`config.mk`:
```
export PLATFORM = sky130hd
export DESIGN_NAME = cmos_dvp_gen_flat
export DESIGN_NICKNAME = d
export VERILOG_FILES = /design/src/rtl/cmos_dvp_gen_if.sv /design/src/rtl/cmos_dvp_gen.sv /design/src/flat_wrapper.sv
export SDC_FILE = /design/constraint.sdc
export NUM_CORES = 1
export LEC_CHECK = 0
export BUFFER_PORTS_ARGS = -buffer_cell sky130_fd_sc_hd__clkbuf_2
export CAP_MARGIN = 20
export CORE_MARGIN = 5
export CORE_UTILIZATION = 55
export DETAILED_ROUTE_END_ITERATION = 10
export GPL_ROUTABILITY_DRIVEN = 0
export PLACE_DENSITY_LB_ADDON = 0.05
export SYNTH_ARGS = -nofsm -noshare
export SYNTH_HDL_FRONTEND = slang
export SYNTH_SLANG_ARGS = --single-unit
```
`constraint.sdc`:
```
create_clock -name clk -period 11.9 [get_ports clk]
set_clock_uncertainty 0.1 [all_clocks]
set_input_delay 1.785 -clock clk [delete_from_list [all_inputs] [get_ports clk]]
set_output_delay 1.785 -clock clk [all_outputs]
set_load 0.05 [all_outputs]
```
`src/rtl/cmos_dvp_gen_if.sv`:
```
// DVP camera pad bundle: pixel clock, frame/line syncs and the 8-bit data byte.
interface cmos_dvp_gen_if;
  logic       cmos_pclk;
  logic       cmos_vsyn;
  logic       cmos_href;
  logic [7:0] cmos_data;

  modport master (output cmos_pclk, output cmos_vsyn, output cmos_href, output cmos_data);
  modport slave  (input  cmos_pclk, input  cmos_vsyn, input  cmos_href, input  cmos_data);
endinterface

```
`src/rtl/cmos_dvp_gen.sv`:
```
// Synthetic DVP source emitting RGB565 test frames, high byte first.
// Optional CMOS_DVP_GEN_FRAME_STAMP_EN: pixel (0,0) of each frame carries frame_cnt.
//
// state  | meaning
// IDLE   | outputs quiet, waiting for enable
// VSYNC  | VS_LINES lines with vsync high
// VBACK  | VB_LINES back-porch lines
// ACTIVE | V_ACTIVE lines with href over the first 2*H_ACTIVE slots
// VFRONT | VF_LINES front-porch lines, then next frame or IDLE
module cmos_dvp_gen #(
  parameter int H_ACTIVE = 640,
  parameter int V_ACTIVE = 480,
  parameter int H_BLANK  = 144,
  parameter int VS_LINES = 3,
  parameter int VB_LINES = 17,
  parameter int VF_LINES = 10
) (
  input  logic        clk,
  input  logic        rst_n,
  input  logic        enable,
  input  logic [1:0]  pattern_sel,
  cmos_dvp_gen_if.master dvp,
  output logic [15:0] frame_cnt,
  output logic        busy
);

  localparam int L  = 2 * H_ACTIVE + H_BLANK;
  localparam int SW = $clog2(L);
  localparam int LW = $clog2(VS_LINES + VB_LINES + V_ACTIVE + VF_LINES + 1);
  localparam int XW = $clog2(H_ACTIVE);
  localparam int BW = $clog2(H_ACTIVE / 8 + 1);

  localparam logic [2:0] S_IDLE   = 3'd0;
  localparam logic [2:0] S_VSYNC  = 3'd1;
  localparam logic [2:0] S_VBACK  = 3'd2;
  localparam logic [2:0] S_ACTIVE = 3'd3;
  localparam logic [2:0] S_VFRONT = 3'd4;

  logic          ph;
  logic [2:0]    st, nst;
  logic [SW-1:0] slot, nslot;
  logic [LW-1:0] ln, nln;
  logic [XW-1:0] x, nx;
  logic [BW-1:0] bcnt, nbcnt;
  logic [2:0]    bar, nbar;
  logic [1:0]    pat, npat;
  logic [15:0]   stamp, nstamp, nfc;
  logic          vsyn_q, href_q;
  logic [7:0]    data_q;

  int            st_lines;
  logic          nhref;
  logic [7:0]    ndata, x8, y8;
  logic [15:0]   pix;

  always_comb begin
    case (st)
      S_VSYNC:  st_lines = VS_LINES;
      S_VBACK:  st_lines = VB_LINES;
      S_ACTIVE: st_lines = V_ACTIVE;
      S_VFRONT: st_lines = VF_LINES;
      default:  st_lines = 1;
    endcase
  end

  // Counters here describe the slot about to be presented on the next falling pclk.
  always_comb begin
    nst    = st;
    nslot  = slot;
    nln    = ln;
    npat   = pat;
    nstamp = stamp;
    nfc    = frame_cnt;
    if (st == S_IDLE) begin
      if (enable) begin
        nst    = S_VSYNC;
        nslot  = '0;
        nln    = '0;
        npat   = pattern_sel;
        nstamp = frame_cnt;
      end
    end else if (slot == SW'(L - 1)) begin
      nslot = '0;
      if (ln == LW'(st_lines - 1)) begin
        nln = '0;
        case (st)
          S_VSYNC:  nst = S_VBACK;
          S_VBACK:  nst = S_ACTIVE;
          S_ACTIVE: nst = S_VFRONT;
          default: begin
            nfc = frame_cnt + 16'd1;
            if (enable) begin
              nst    = S_VSYNC;
              npat   = pattern_sel;
              nstamp = nfc;
            end else begin
              nst = S_IDLE;
            end
          end
        endcase
      end else begin
        nln = ln + LW'(1);
      end
    end else begin
      nslot = slot + SW'(1);
    end
  end

  // Pixel column and colour-bar index advance together, once per byte pair.
  always_comb begin
    nx    = x;
    nbcnt = bcnt;
    nbar  = bar;
    if (nslot == '0) begin
      nx    = '0;
      nbcnt = '0;
      nbar  = '0;
    end else if (!nslot[0] && (nslot < SW'(2 * H_ACTIVE))) begin
      nx = x + XW'(1);
      if (bcnt == BW'(H_ACTIVE / 8 - 1)) begin
        nbcnt = '0;
        nbar  = bar + 3'd1;
      end else begin
        nbcnt = bcnt + BW'(1);
      end
    end
  end

  always_comb begin
    x8 = 8'(nx);
    y8 = 8'(nln);
    case (npat)
      2'd0: begin
        case (nbar)
          3'd0:    pix = 16'hFFFF;
          3'd1:    pix = 16'hFFE0;
          3'd2:    pix = 16'h07FF;
          3'd3:    pix = 16'h07E0;
          3'd4:    pix = 16'hF81F;
          3'd5:    pix = 16'hF800;
          3'd6:    pix = 16'h001F;
          default: pix = 16'h0000;
        endcase
      end
      2'd1:    pix = {y8, x8};
      2'd2:    pix = nstamp;
      default: pix = (x8[4] ^ y8[4]) ? 16'hFFFF : 16'h0000;
    endcase
`ifdef CMOS_DVP_GEN_FRAME_STAMP_EN
    if ((nx == '0) && (nln == '0)) pix = nstamp;
`endif
    nhref = (nst == S_ACTIVE) && (nslot < SW'(2 * H_ACTIVE));
    ndata = nhref ? (nslot[0] ? pix[7:0] : pix[15:8]) : 8'h00;
  end

  always_ff @(posedge clk or negedge rst_n) begin
    if (!rst_n) begin
      ph        <= 1'b0;
      st        <= S_IDLE;
      slot      <= '0;
      ln        <= '0;
      x         <= '0;
      bcnt      <= '0;
      bar       <= '0;
      pat       <= '0;
      stamp     <= '0;
      frame_cnt <= '0;
      busy      <= 1'b0;
      vsyn_q    <= 1'b0;
      href_q    <= 1'b0;
      data_q    <= '0;
    end else begin
      ph <= ~ph;
      if (ph) begin
        st        <= nst;
        slot      <= nslot;
        ln        <= nln;
        x         <= nx;
        bcnt      <= nbcnt;
        bar       <= nbar;
        pat       <= npat;
        stamp     <= nstamp;
        frame_cnt <= nfc;
        busy      <= (nst != S_IDLE);
        vsyn_q    <= (nst == S_VSYNC);
        href_q    <= nhref;
        data_q    <= ndata;
      end
    end
  end

  assign dvp.cmos_pclk = ph;
  assign dvp.cmos_vsyn = vsyn_q;
  assign dvp.cmos_href = href_q;
  assign dvp.cmos_data = data_q;

endmodule

```
`src/flat_wrapper.sv`:
```
// flat-port wrapper written by rule: the top's interface ports become plain ports
module cmos_dvp_gen_flat 
#(
  parameter int H_ACTIVE = 640,
  parameter int V_ACTIVE = 480,
  parameter int H_BLANK  = 144,
  parameter int VS_LINES = 3,
  parameter int VB_LINES = 17,
  parameter int VF_LINES = 10
)
  (clk, rst_n, enable, pattern_sel, frame_cnt, busy, dvp_cmos_pclk, dvp_cmos_vsyn, dvp_cmos_href, dvp_cmos_data);
  cmos_dvp_gen_if dvp_i ();
  input  logic clk;
  input  logic rst_n;
  input  logic enable;
  input  logic [1:0] pattern_sel;
  output logic [15:0] frame_cnt;
  output logic busy;
  output wire logic [$bits(dvp_i.cmos_pclk)-1:0] dvp_cmos_pclk;
  output wire logic [$bits(dvp_i.cmos_vsyn)-1:0] dvp_cmos_vsyn;
  output wire logic [$bits(dvp_i.cmos_href)-1:0] dvp_cmos_href;
  output wire logic [$bits(dvp_i.cmos_data)-1:0] dvp_cmos_data;
  assign dvp_cmos_pclk = dvp_i.cmos_pclk;
  assign dvp_cmos_vsyn = dvp_i.cmos_vsyn;
  assign dvp_cmos_href = dvp_i.cmos_href;
  assign dvp_cmos_data = dvp_i.cmos_data;
  cmos_dvp_gen #(.H_ACTIVE(H_ACTIVE), .V_ACTIVE(V_ACTIVE), .H_BLANK(H_BLANK), .VS_LINES(VS_LINES), .VB_LINES(VB_LINES), .VF_LINES(VF_LINES)) u_core (.clk(clk), .rst_n(rst_n), .enable(enable), .pattern_sel(pattern_sel), .dvp(dvp_i), .frame_cnt(frame_cnt), .busy(busy));
endmodule
```
==> reports/results.txt <==
post-synth cell types -> 77
Hold Path Class -> register to register
Mapped Area -> 0.00590 mm²
I/O Pins -> 33
post-CTS repair timing setup buffer count -> 0
max-cap violations -> 0
hold endpoint -> u_core.stamp[9]$_DFFE_PN0P_
pwr dens -> 81.6 mW/mm²
Die Width -> 114 µm
CP Max Fanout -> 26
Die Y -> 114 µm
FP Rows -> 37
critical path startpoint category -> register
CTS tree -> yes
Core Footprint -> 0.0104 mm²
hold_buf cts -> 0
RR Startpoint -> u_core.st[2]$_DFFE_PN0P_
relative slew slack -> 35.8%
top post-synthesis cells by area -> dfrtp_1 (37%), o21ai_0 (5.6%), nand2_1 (5.2%)
Clock transition at path regs -> 0.10 ns
crit path DAT -> 4.83 ns
Initial Util -> 56.9%
Sink Count -> 87
Tot GR Track Use -> 25.1%
status -> complete, no violations
CP Launch Point -> u_core.st[2]$_DFFE_PN0P_
Setup TNS -> 0 ns
clk_lat worst skew -> 0.37 ns
unrepaired setup endpoints after global routing -> no
P_leak -> 2.67 nW
minimum clock period -> 4.66 ns
hold path start -> u_core.stamp[9]$_DFFE_PN0P_
Setup-failing EPs final -> 0
ys async rst share -> 100%
Final Hold Viols -> 0
global-route wire length before repair -> 26,200 µm
post-CTS sizing -> 0
initial antenna violation count -> 0
grt ovf -> 0
synthesis-stage register bit count -> 87
worst reg2reg endpoint -> u_core.dvp.cmos_data[7]$_DFFE_PN0P_
critical path type -> register to register
Post-synth EDFFs -> 0
vias in the first global route -> 5,180
Fmax -> 215 MHz
post-route ant nets -> 0
vias -> 5,489
clock tree buffer depth -> 2
Area Growth Syn to Fin -> 8.32%
Synth Flop Type -> dfrtp_1
critical path required time -> 12.07 ns
share of cells above drive strength 1 -> 11.1%
Synth area leader -> dfrtp_1
Mean Syn Cell Area -> 8.36 µm²
Reg2Reg Depth -> 13
Via density -> 6.39
DP HPWL -> 11,300 µm
Place WS -> 7.24 ns
Pre-antenna DRT Iters -> 5
Slew @ Worst Pin -> 0.960 ns
Ys Warns -> 0
Design Area, Final -> 0.00639 mm²
Period Utilization, post-route -> 39.2%
worst setup margin -> 7.24 ns
port bufs -> 32
TritonCTS buffer count -> 9
R2R Setup Slk -> 7.24 ns
placed cell area -> 0.00615 mm²
Seq/Total Area, Yosys -> 36.9%
post-synth top area share -> 36.9%
diode count -> 0
fill count -> 952
VDD IR max -> 0.0565 mV
H-tree levels -> 3
hold path depth -> 2
die area -> 0.0129 mm²
Synth Net Count -> 717
Syn Inst Count -> 705
Crit. End Element -> register
Max Slew Vio Count -> 0
DRT iter0 DRCs -> 507
post-DR wirelength/cell -> 18.5 µm
total wire length -> 15,900 µm
DRC -> 0
Final #Nets -> 730
largest net degree at the start of global routing -> 62
Root Driver -> clkbuf_8
-- logic make-up after synthesis --
kind of cell / Yosys count / synth area share, %
flip-flops: 87 / 36.9
XOR/XNOR: 30 / 4.46
buffers and inverters: 56 / 3.69
AO/OA/AOI/OAI: 226 / 26.2
multiplexers: 17 / 3.06
AND/OR/NAND/NOR: 282 / 24.2
adder cells (fa/ha/maj): 7 / 1.49
-- per-layer routing --
layer | track usage (%) | share of wire (%) | vias up
li1 | - | - | 2634
met1 | 34.9 | 46 | 2661
met4 | 8.89 | 1.7 | 0
met2 | 39.3 | 46 | 168
met5 | 0 | 0 | -
met3 | 4.77 | 5.5 | 26
-- cell type report --
| cell class | instances | area [µm²] | area share [%] |
|---|---|---|---|
| clock buffer | 12 | 145 | 2.27 |
| clock inverter | 4 | 55.1 | 0.862 |
| inverter | 14 | 52.6 | 0.823 |
| multi-input combinational | 562 | 3510 | 55.0 |
| sequential | 87 | 2180 | 34.1 |
| tap | 136 | 170 | 2.66 |
| timing repair buffer | 44 | 273 | 4.27 |
-- through the flow --
stage / power [mW] / hold slack (ns) / instances / utilization (%)
detailed placement: 0.310 / 0.381 / 841 / 59.3
global placement: 0.310 / 0.367 / 841 / 59.3
floorplan: 0.302 / 0.351 / 705 / -
finish: 0.521 / 0.410 / 859 / 61.6
CTS: 0.524 / 0.407 / 857 / 61.3
global route: 0.539 / 0.439 / 859 / 61.6
-- state kept, by name, summed over array words and instances, names as in the netlist --
| name | count |
|---|---|
| u_core.slot | 11 |
| u_core.st | 3 |
| u_core.dvp.cmos_data | 8 |
| u_core.pat | 2 |
| u_core.frame_cnt | 16 |
| u_core.busy | 1 |
| u_core.stamp | 16 |
| u_core.bar | 3 |
| u_core.dvp.cmos_href | 1 |
| u_core.x | 8 |
| u_core.bcnt | 7 |
| u_core.ln | 9 |
| u_core.dvp.cmos_pclk | 1 |
| u_core.dvp.cmos_vsyn | 1 |
-- power breakdown --
group / leakage, nW / internal, mW / switching [mW]
sequential: 1.10 / 0.295 / 0
clock: 0.0968 / 0.104 / 0.114
combinational: 1.47 / 0.000937 / 0.00707
-- cell usage after synthesis (10+ instances only) --
cell type and instances:
nand2_1 81, xor2_1 11, o21a_1 16, inv_1 14
and3_1 11, a21oi_1 44, nand3_1 37, o31ai_1 14
nor2_1 65, xnor2_1 19, a21o_1 10, nor3_1 14
clkbuf_1 34, dfrtp_1 87, o21ai_0 66
-- worst max path at each step --
stage | end | cells past startpoint
global placement | u_core.dvp.cmos_data[7]$_DFFE_PN0P_ | 9
global route | u_core.dvp.cmos_data[7]$_DFFE_PN0P_ | 13
CTS | u_core.dvp.cmos_data[7]$_DFFE_PN0P_ | 13
floorplan | u_core.dvp.cmos_data[7]$_DFFE_PN0P_ | 8
finish | u_core.dvp.cmos_data[7]$_DFFE_PN0P_ | 13
detailed placement | u_core.dvp.cmos_data[7]$_DFFE_PN0P_ | 9
-- critical path: stages, from the launching register on --
cell      delay [ns]
dfrtp_1         0.79
nand3b_1        0.28
inv_1           0.08
ha_1            0.27
a21boi_0        0.22
o21ai_0         0.15
a21o_1          0.27
a311o_1         0.36
buf_4           0.22
nand2_1         0.47
mux2_2          0.41
o22ai_1         0.34
or4b_1          0.47
o221a_1         0.13
-- cells in the final DEF, fill, tap and decap left out, types with 6 or more instances in the layout --
cell      netlist  layout
nor2_1         65      65
and3_1         11      11
or3_1           9       9
a21o_1         10      10
inv_1          14      14
dfrtp_1        87      87
nand4_1         8       8
nand3_1        37      37
clkbuf_2        0      31
mux2i_1         9       9
nor4_1          7       6
xor2_1         11      11
o21a_1         16      16
nand2b_1        9       9
a21oi_1        44      44
mux2_2          8       8
nand2_1        81      81
a31oi_1         7       7
nor3_1         14      14
o21ai_0        66      66
and2_1          8       8
buf_4           0      11
o31ai_1        14      14
o22ai_1         6       6
and4_1          7       7
clkbuf_8        0      10
ha_1            7       7
xnor2_1        19      19
Note: power is estimated with default switching activity, not from simulation.
